==> src/rtl/zlib_stored.sv <==
// ----------------------------------------------------------------------------
// zlib_stored
//   Wraps the filtered RGBA8 scanline byte stream (one filter byte plus 4*w
//   pixel bytes per row) into a zlib stream. The stream is the zlib header
//   78 01, then deflate stored blocks of at most BLK_MAX payload bytes, then
//   the Adler-32 of the payload. The output feeds the crc32 IDAT inputs and
//   the file writer.
//   Words on both sides are byte-packed, MSB-first. num = valid bytes - 1,
//   and valid bytes are left-aligned in the word.
//
// Ports
//   clk, rstn          clock, asynchronous active-low reset
//   w_i, h_i           picture width (pixels) and height (rows), sampled on start_i
//   start_i            one-cycle pulse; starts a stream when idle
//   val_i/rdy_o        input handshake; a word is taken when val_i && rdy_o
//   dat_i, num_i       input bytes and (valid bytes - 1)
//   lst_i              marks the final input word (length check only)
//   val_o, dat_o       output word valid and bytes; the sink never stalls
//   num_o, lst_o       output (valid bytes - 1) and final-word marker
//   done_o             one-cycle pulse together with lst_o
//   err_o              sticky length-mismatch flag
//
// Configuration
//   ZLIB_STORED_LEN_CHK_EN  when defined, err_o flags input streams whose
//                           lst_i disagrees with the byte count derived from
//                           w*h. When undefined, err_o is 0 and lst_i is unused.
// ----------------------------------------------------------------------------
module zlib_stored #(
  parameter int BLK_MAX     = 65532,
  parameter int DATA_WD     = 32,
  parameter int SIZE_PIC_WD = 32
) (
  input  logic                   clk,
  input  logic                   rstn,
  input  logic [SIZE_PIC_WD-1:0] w_i,
  input  logic [SIZE_PIC_WD-1:0] h_i,
  input  logic                   start_i,
  input  logic                   val_i,
  input  logic [DATA_WD-1:0]     dat_i,
  input  logic [1:0]             num_i,
  input  logic                   lst_i,
  output logic                   rdy_o,
  output logic                   val_o,
  output logic [DATA_WD-1:0]     dat_o,
  output logic [1:0]             num_o,
  output logic                   lst_o,
  output logic                   done_o,
  output logic                   err_o
);

  localparam logic [19:0] ADLER_MOD   = 20'd65521;
  localparam logic [15:0] BLK_LEN_MAX = 16'(BLK_MAX);

  typedef enum logic [2:0] {IDLE, ZHDR, BHDR0, BHDR1, DATA, ADLER, FLUSH} state_t;

  state_t                 state_q;
  logic [SIZE_PIC_WD-1:0] rem_q;
  logic [15:0]            blk_q;
  logic [7:0]             len_hi_q;
  logic [63:0]            buf_q;
  logic [1:0]             occ_q;
  logic [15:0]            s1_q;
  logic [15:0]            s2_q;

  logic                   acc;
  logic [2:0]             num_raw;
  logic [2:0]             n_dat;
  logic [31:0]            dat_m;
  logic [SIZE_PIC_WD-1:0] rem_n;
  logic [15:0]            blk_n;
  logic                   bfinal;
  logic [15:0]            blk_len;
  logic [SIZE_PIC_WD-1:0] t_calc;
  logic [31:0]            push_w;
  logic [2:0]             push_n;
  logic [63:0]            comb_buf;
  logic [2:0]             tot;
  logic [19:0]            cum [4];
  logic [19:0]            s2_sum;
  logic [15:0]            s1_n;
  logic [15:0]            s2_n;

  assign rdy_o   = (state_q == DATA);
  assign acc     = val_i && rdy_o;
  assign num_raw = {1'b0, num_i} + 3'd1;
  // Framing follows the byte count from w*h. A word that carries more bytes
  // than the block still needs is clipped to the remaining block length.
  assign n_dat   = ({13'd0, num_raw} > blk_q) ? blk_q[2:0] : num_raw;
  assign rem_n   = rem_q - SIZE_PIC_WD'(n_dat);
  assign blk_n   = blk_q - {13'd0, n_dat};
  assign bfinal  = (rem_q <= SIZE_PIC_WD'(BLK_MAX));
  assign blk_len = bfinal ? rem_q[15:0] : BLK_LEN_MAX;
  assign t_calc  = h_i * ((w_i << 2) + SIZE_PIC_WD'(1));

  // Zero the input bytes that are not counted, so that they neither reach
  // the byte buffer nor contribute to the checksum.
  always_comb begin
    dat_m = '0;
    for (int k = 0; k < 4; k++) begin
      if (3'(k) < n_dat) dat_m[31-8*k -: 8] = dat_i[31-8*k -: 8];
    end
  end

  // Adler-32 update for up to four bytes in one cycle. cum[k] is s1 after
  // byte k. s2 adds the running s1 once for each byte that is actually
  // present, so a short final word does not add s1 for the missing bytes.
  always_comb begin
    cum[0] = {4'd0, s1_q} + {12'd0, dat_m[31:24]};
    cum[1] = cum[0] + {12'd0, dat_m[23:16]};
    cum[2] = cum[1] + {12'd0, dat_m[15:8]};
    cum[3] = cum[2] + {12'd0, dat_m[7:0]};
    s1_n   = 16'((cum[3] >= ADLER_MOD) ? cum[3] - ADLER_MOD : cum[3]);
    s2_sum = {4'd0, s2_q};
    for (int k = 0; k < 4; k++) begin
      if (3'(k) < n_dat) s2_sum = s2_sum + cum[k];
    end
    // The sum stays below 6*65521, so five conditional subtracts give the
    // exact remainder.
    for (int r = 0; r < 5; r++) begin
      if (s2_sum >= ADLER_MOD) s2_sum = s2_sum - ADLER_MOD;
    end
    s2_n = 16'(s2_sum);
  end

  // Select this cycle's push into the byte buffer and append it behind the
  // bytes already held. Bytes beyond the occupancy are always zero, so an OR
  // merges the push with the held bytes.
  always_comb begin
    push_w = '0;
    push_n = 3'd0;
    case (state_q)
      ZHDR: begin
        push_w = 32'h7801_0000;
        push_n = 3'd2;
      end
      BHDR0: begin
        push_w = {7'd0, bfinal, blk_len[7:0], blk_len[15:8], ~blk_len[7:0]};
        push_n = 3'd4;
      end
      BHDR1: begin
        push_w = {~len_hi_q, 24'd0};
        push_n = 3'd1;
      end
      DATA: begin
        if (acc) begin
          push_w = dat_m;
          push_n = n_dat;
        end
      end
      ADLER: begin
        push_w = {s2_q, s1_q};
        push_n = 3'd4;
      end
      default: ;
    endcase
    comb_buf = buf_q | ({push_w, 32'd0} >> {occ_q, 3'b000});
    tot      = {1'b0, occ_q} + push_n;
  end

  // Main sequencer. Whenever four bytes are available they go straight to
  // the output registers. The held occupancy is at most 3 and a push adds at
  // most 4, so the 8-byte buffer never has to stall the FSM.
  always_ff @(posedge clk or negedge rstn) begin
    if (!rstn) begin
      state_q  <= IDLE;
      rem_q    <= '0;
      blk_q    <= '0;
      len_hi_q <= '0;
      buf_q    <= '0;
      occ_q    <= '0;
      s1_q     <= 16'd1;
      s2_q     <= 16'd0;
      val_o    <= 1'b0;
      dat_o    <= '0;
      num_o    <= 2'd0;
      lst_o    <= 1'b0;
      done_o   <= 1'b0;
    end else begin
      val_o  <= 1'b0;
      dat_o  <= '0;
      num_o  <= 2'd0;
      lst_o  <= 1'b0;
      done_o <= 1'b0;

      if (tot >= 3'd4) begin
        val_o <= 1'b1;
        dat_o <= comb_buf[63:32];
        num_o <= 2'd3;
        buf_q <= {comb_buf[31:0], 32'd0};
        occ_q <= 2'(tot - 3'd4);
        // The Adler bytes fill the word exactly, so this word ends the stream.
        if (state_q == ADLER && tot == 3'd4) begin
          lst_o  <= 1'b1;
          done_o <= 1'b1;
        end
      end else begin
        buf_q <= comb_buf;
        occ_q <= tot[1:0];
      end

      case (state_q)
        IDLE: begin
          if (start_i) begin
            rem_q   <= t_calc;
            s1_q    <= 16'd1;
            s2_q    <= 16'd0;
            state_q <= ZHDR;
          end
        end
        ZHDR:  state_q <= BHDR0;
        BHDR0: begin
          blk_q    <= blk_len;
          len_hi_q <= blk_len[15:8];
          state_q  <= BHDR1;
        end
        // An empty picture has no payload, so the FSM skips DATA and
        // rdy_o never goes high.
        BHDR1: state_q <= (rem_q == '0) ? ADLER : DATA;
        DATA: begin
          if (acc) begin
            rem_q <= rem_n;
            blk_q <= blk_n;
            s1_q  <= s1_n;
            s2_q  <= s2_n;
            if (rem_n == '0)        state_q <= ADLER;
            else if (blk_n == 16'd0) state_q <= BHDR0;
          end
        end
        ADLER: state_q <= FLUSH;
        // Emit the 1..3 trailing bytes. If the Adler word already ended the
        // stream, the buffer is empty and nothing is emitted here.
        FLUSH: begin
          if (occ_q != 2'd0) begin
            val_o  <= 1'b1;
            dat_o  <= comb_buf[63:32];
            num_o  <= occ_q - 2'd1;
            lst_o  <= 1'b1;
            done_o <= 1'b1;
          end
          buf_q   <= '0;
          occ_q   <= '0;
          state_q <= IDLE;
        end
        default: state_q <= IDLE;
      endcase
    end
  end

`ifdef ZLIB_STORED_LEN_CHK_EN
  logic err_q;

  // Sticky mismatch between the source's lst_i and the length from w*h.
  // It is cleared only when a new stream starts.
  always_ff @(posedge clk or negedge rstn) begin
    if (!rstn) begin
      err_q <= 1'b0;
    end else if (state_q == IDLE && start_i) begin
      err_q <= 1'b0;
    end else if (acc) begin
      if (lst_i && rem_q != SIZE_PIC_WD'(num_raw)) err_q <= 1'b1;
      if (rem_n == '0 && !lst_i)                  err_q <= 1'b1;
    end
  end

  assign err_o = err_q;
`else
  logic unused_lst;

  assign unused_lst = lst_i;
  assign err_o      = 1'b0;
`endif

endmodule

==> config.mk <==
export PLATFORM = sky130hd
export DESIGN_NAME = zlib_stored
export DESIGN_NICKNAME = d
export VERILOG_FILES = /design/src/rtl/zlib_stored.sv
export SDC_FILE = /design/constraint.sdc
export NUM_CORES = 2
export LEC_CHECK = 0
export CELL_PAD_IN_SITES_DETAIL_PLACEMENT = 0
export CELL_PAD_IN_SITES_GLOBAL_PLACEMENT = 2
export CORE_MARGIN = 4
export CORE_UTILIZATION = 39
export CTS_CLUSTER_DIAMETER = 60
export DETAILED_ROUTE_END_ITERATION = 7
export PLACE_DENSITY_LB_ADDON = 0.1
export REMOVE_ABC_BUFFERS = 1
export SETUP_SLACK_MARGIN = 0.5
export SLEW_MARGIN = 5
export SYNTH_ARGS = -nofsm -noshare
export SYNTH_HDL_FRONTEND = slang
export SYNTH_SLANG_ARGS = --single-unit
==> constraint.sdc <==
create_clock -name clk -period 21.9 [get_ports clk]
set_input_delay 2.19 -clock clk [delete_from_list [all_inputs] [get_ports clk]]
set_output_delay 2.19 -clock clk [all_outputs]
set_load 0.01 [all_outputs]
==> flow_metrics.env <==
export IMPL_status="finished clean"
export IMPL_period_share_pct=92.89
export IMPL_synth_top_area_cell="fa_1"
export IMPL_cp_end_kind="register"
export IMPL_cpMostUsedCell="ha_1"
export IMPL_synth_top_cell_area_share_pct=21.47
export IMPL_synth_common_cells="697 x nand2_1, 592 x inv_1, 390 x fa_1"
export IMPL_fin_nets=5435
export IMPL_crit_fanout=12
export IMPL_drive_gt1_share_pct=6.237
export IMPL_avgRoutedWirePerCell_um=20.98
export IMPL_io_buffers=137
export IMPL_synth_cell_types=127
export IMPL_htreeDepth=4
export IMPL_tns_ns=0
export IMPL_relSlewSlack_pct=13.78
export IMPL_fp_coreArea_sq_um=92080
export IMPL_min_path_type="reg2reg"
export IMPL_cts_tree="done"
export IMPL_worstSetupPathType="in2reg"
export IMPL_slew_viol_final=0
export IMPL_antenna_found_initial=1
export IMPL_syn_inst=4604
export IMPL_crit_path_start_kind="input pin"
export IMPL_cts_sinks=185
export IMPL_ant_nets=0
export IMPL_max_stage_delay_ns=0.67
export IMPL_final_cells=5926
export IMPL_cts_clk_slew_worst_paths_ns=0.08
export IMPL_grt_max_degree=73
export IMPL_drtIter0Drc=2359
export IMPL_drc=0
export IMPL_netlist_area_sq_um=36370
export IMPL_hold_violations=0
export IMPL_finalSetupViolations=0
export IMPL_chipHeight_um=313.4
export IMPL_ys_warnings_count=0
export IMPL_initial_core_util_pct=39.50
export IMPL_tightestPinTransition_ns=1.277
export IMPL_wl_um=124300
export IMPL_synthMostInstantiatedCell="nand2_1"
export IMPL_grt_pass1_vias=32010
export IMPL_ios=142
export IMPL_globalRouteTotalUtil_pct=25.15
export IMPL_fin_area_sq_um=40020
export IMPL_maxCapViolCount=0
export IMPL_synthArstFlopShare_pct=100.0
export IMPL_cts_buffer_depth=2
export IMPL_clkLatencyLatePin_ns=0.47
export IMPL_ys_ff_latch=185
export IMPL_grt_overflow=0
export IMPL_ys_top_cells_by_area="fa_1 21%, dfrtp_1 13%, ha_1 9.3%"
export IMPL_synth_edf_count=0
export IMPL_place_area_sq_um=39310
export IMPL_synth_seq_area_share_pct=12.73
export IMPL_hpwl_um=99310
export IMPL_synth_main_ff_cell="dfrtp_1"
export IMPL_via_per_inst=5.503
export IMPL_die_area_sq_um=98200
export IMPL_first_pass_iters=6
export IMPL_gp_congestion=0.8829
export IMPL_slowest_stage="clkdlybuf4s50_1"
export IMPL_cts_root_buf="clkbuf_16"
export IMPL_fin_crit_ns=20.34
export IMPL_syn_to_final_growth_pct=10.04
export IMPL_finClkSkew_ns=0.02095
export IMPL_arrival_ns=20.66
export IMPL_avgSynthCellArea_sq_um=7.899
export IMPL_clock_fmax_mhz=49.16
export IMPL_vias=32610
export IMPL_grt_pass1_wl_um=194300
export IMPL_cts_inserted_buffers=17
export IMPL_dp_cells=5885
export IMPL_fillers=9597
export IMPL_num_rows=111
export IMPL_min_path_cells=2
export IMPL_worstPathRequired_ns=22.22
export IMPL_r2r_cells=75
export IMPL_grt_setup_unrepaired="false"
export IMPL_dieWidth_um=313.4
[state kept, by name, indices dropped and copies added (netlist names)]
name,count
buf_q,56
done_o,1
dat_o,32
val_o,1
s1_q,16
num_o,2
s2_q,16
blk_q,16
state_q,3
occ_q,2
len_hi_q,8
rem_q,32
[critical path: cells and delay by family]
kind | cells | cell delay, ns
fa+ha+maj | 12 | 3.98
mux | 2 | 0.51
buf+inv | 8 | 1.58
simple gates | 22 | 5.26
xor+xnor | 4 | 0.96
compound gates | 28 | 6.13
[path summary, 6_finish.rpt]
kind	startpoint	end	slack (ns)
max reg2reg	blk_q[2]	s2_q[5]	3.56
max	num_i[1]	s2_q[5]	1.56
min in group asynchronous	rstn	buf_q[38]	1.75
min	buf_q[52]	dat_o[20]	0.49
max in group asynchronous	rstn	blk_q[0]	18.16
min reg2reg	buf_q[52]	dat_o[20]	0.49
[final cells by class]
cell class	instances	area, sq um	area share [%]
Inverter	594	2230	5.571
Multi-Input combinational cell	3617	28800	71.96
Timing Repair Buffer	256	2268	5.668
Antenna cell	1	2.502	0.006253
Tap cell	1243	1555	3.886
Clock buffer	18	429.2	1.072
Sequential cell	185	4631	11.57
Clock inverter	12	107.6	0.2689
[cells by family after synthesis]
logic type      synth area share [%]
compound gates                 18.17
mux                            1.345
flops                          12.73
fa+ha+maj                      30.93
buf+inv                        8.529
simple gates                   21.66
xor+xnor                       6.623
other cells                  0.01031
[stage by stage]
stage	hold WS, ns	worst slack (ns)	util [%]
2_1_floorplan	0.4477	3.364	-
3_3_place_gp	0.4610	0.7648	42.69
3_5_place_dp	0.4660	0.6349	42.69
4_1_cts	0.4841	1.049	43.27
5_1_grt	0.5077	0.4910	43.46
6_report	0.4851	1.557	43.46
[layer usage]
| layer | track usage (%) | vias up | share of wire [%] |
|---|---|---|---|
| met5 | 0 | - | 0 |
| met4 | 3.795 | 0 | 1.4 |
| met3 | 2.373 | 78 | 4.5 |
| met2 | 39.47 | 745 | 45 |
| met1 | 38.29 | 16190 | 50 |
| li1 | - | 15600 | - |
[cells in the final DEF (no fill, tap or decap), types with 91 or more instances in the layout]
master,instances
a21oi_1,268
and2_1,142
buf_4,119
clkdlybuf4s50_1,136
dfrtp_1,184
fa_1,390
ha_1,268
inv_1,592
nand2_1,695
nor2_1,323
nor3_1,91
o21ai_0,169
xnor2_1,185
[repair_timing]
| action | in CTS | in global routing |
|---|---|---|
| setup endpoints to repair | 0 | 16 |
| hold buffers | 0 | 0 |
| setup buffers | 0 | 10 |
| gates resized for setup | 0 | 23 |
Power is not shown: default switching activity piles up to over one toggle a cycle in this logic, so the estimate is an artifact.
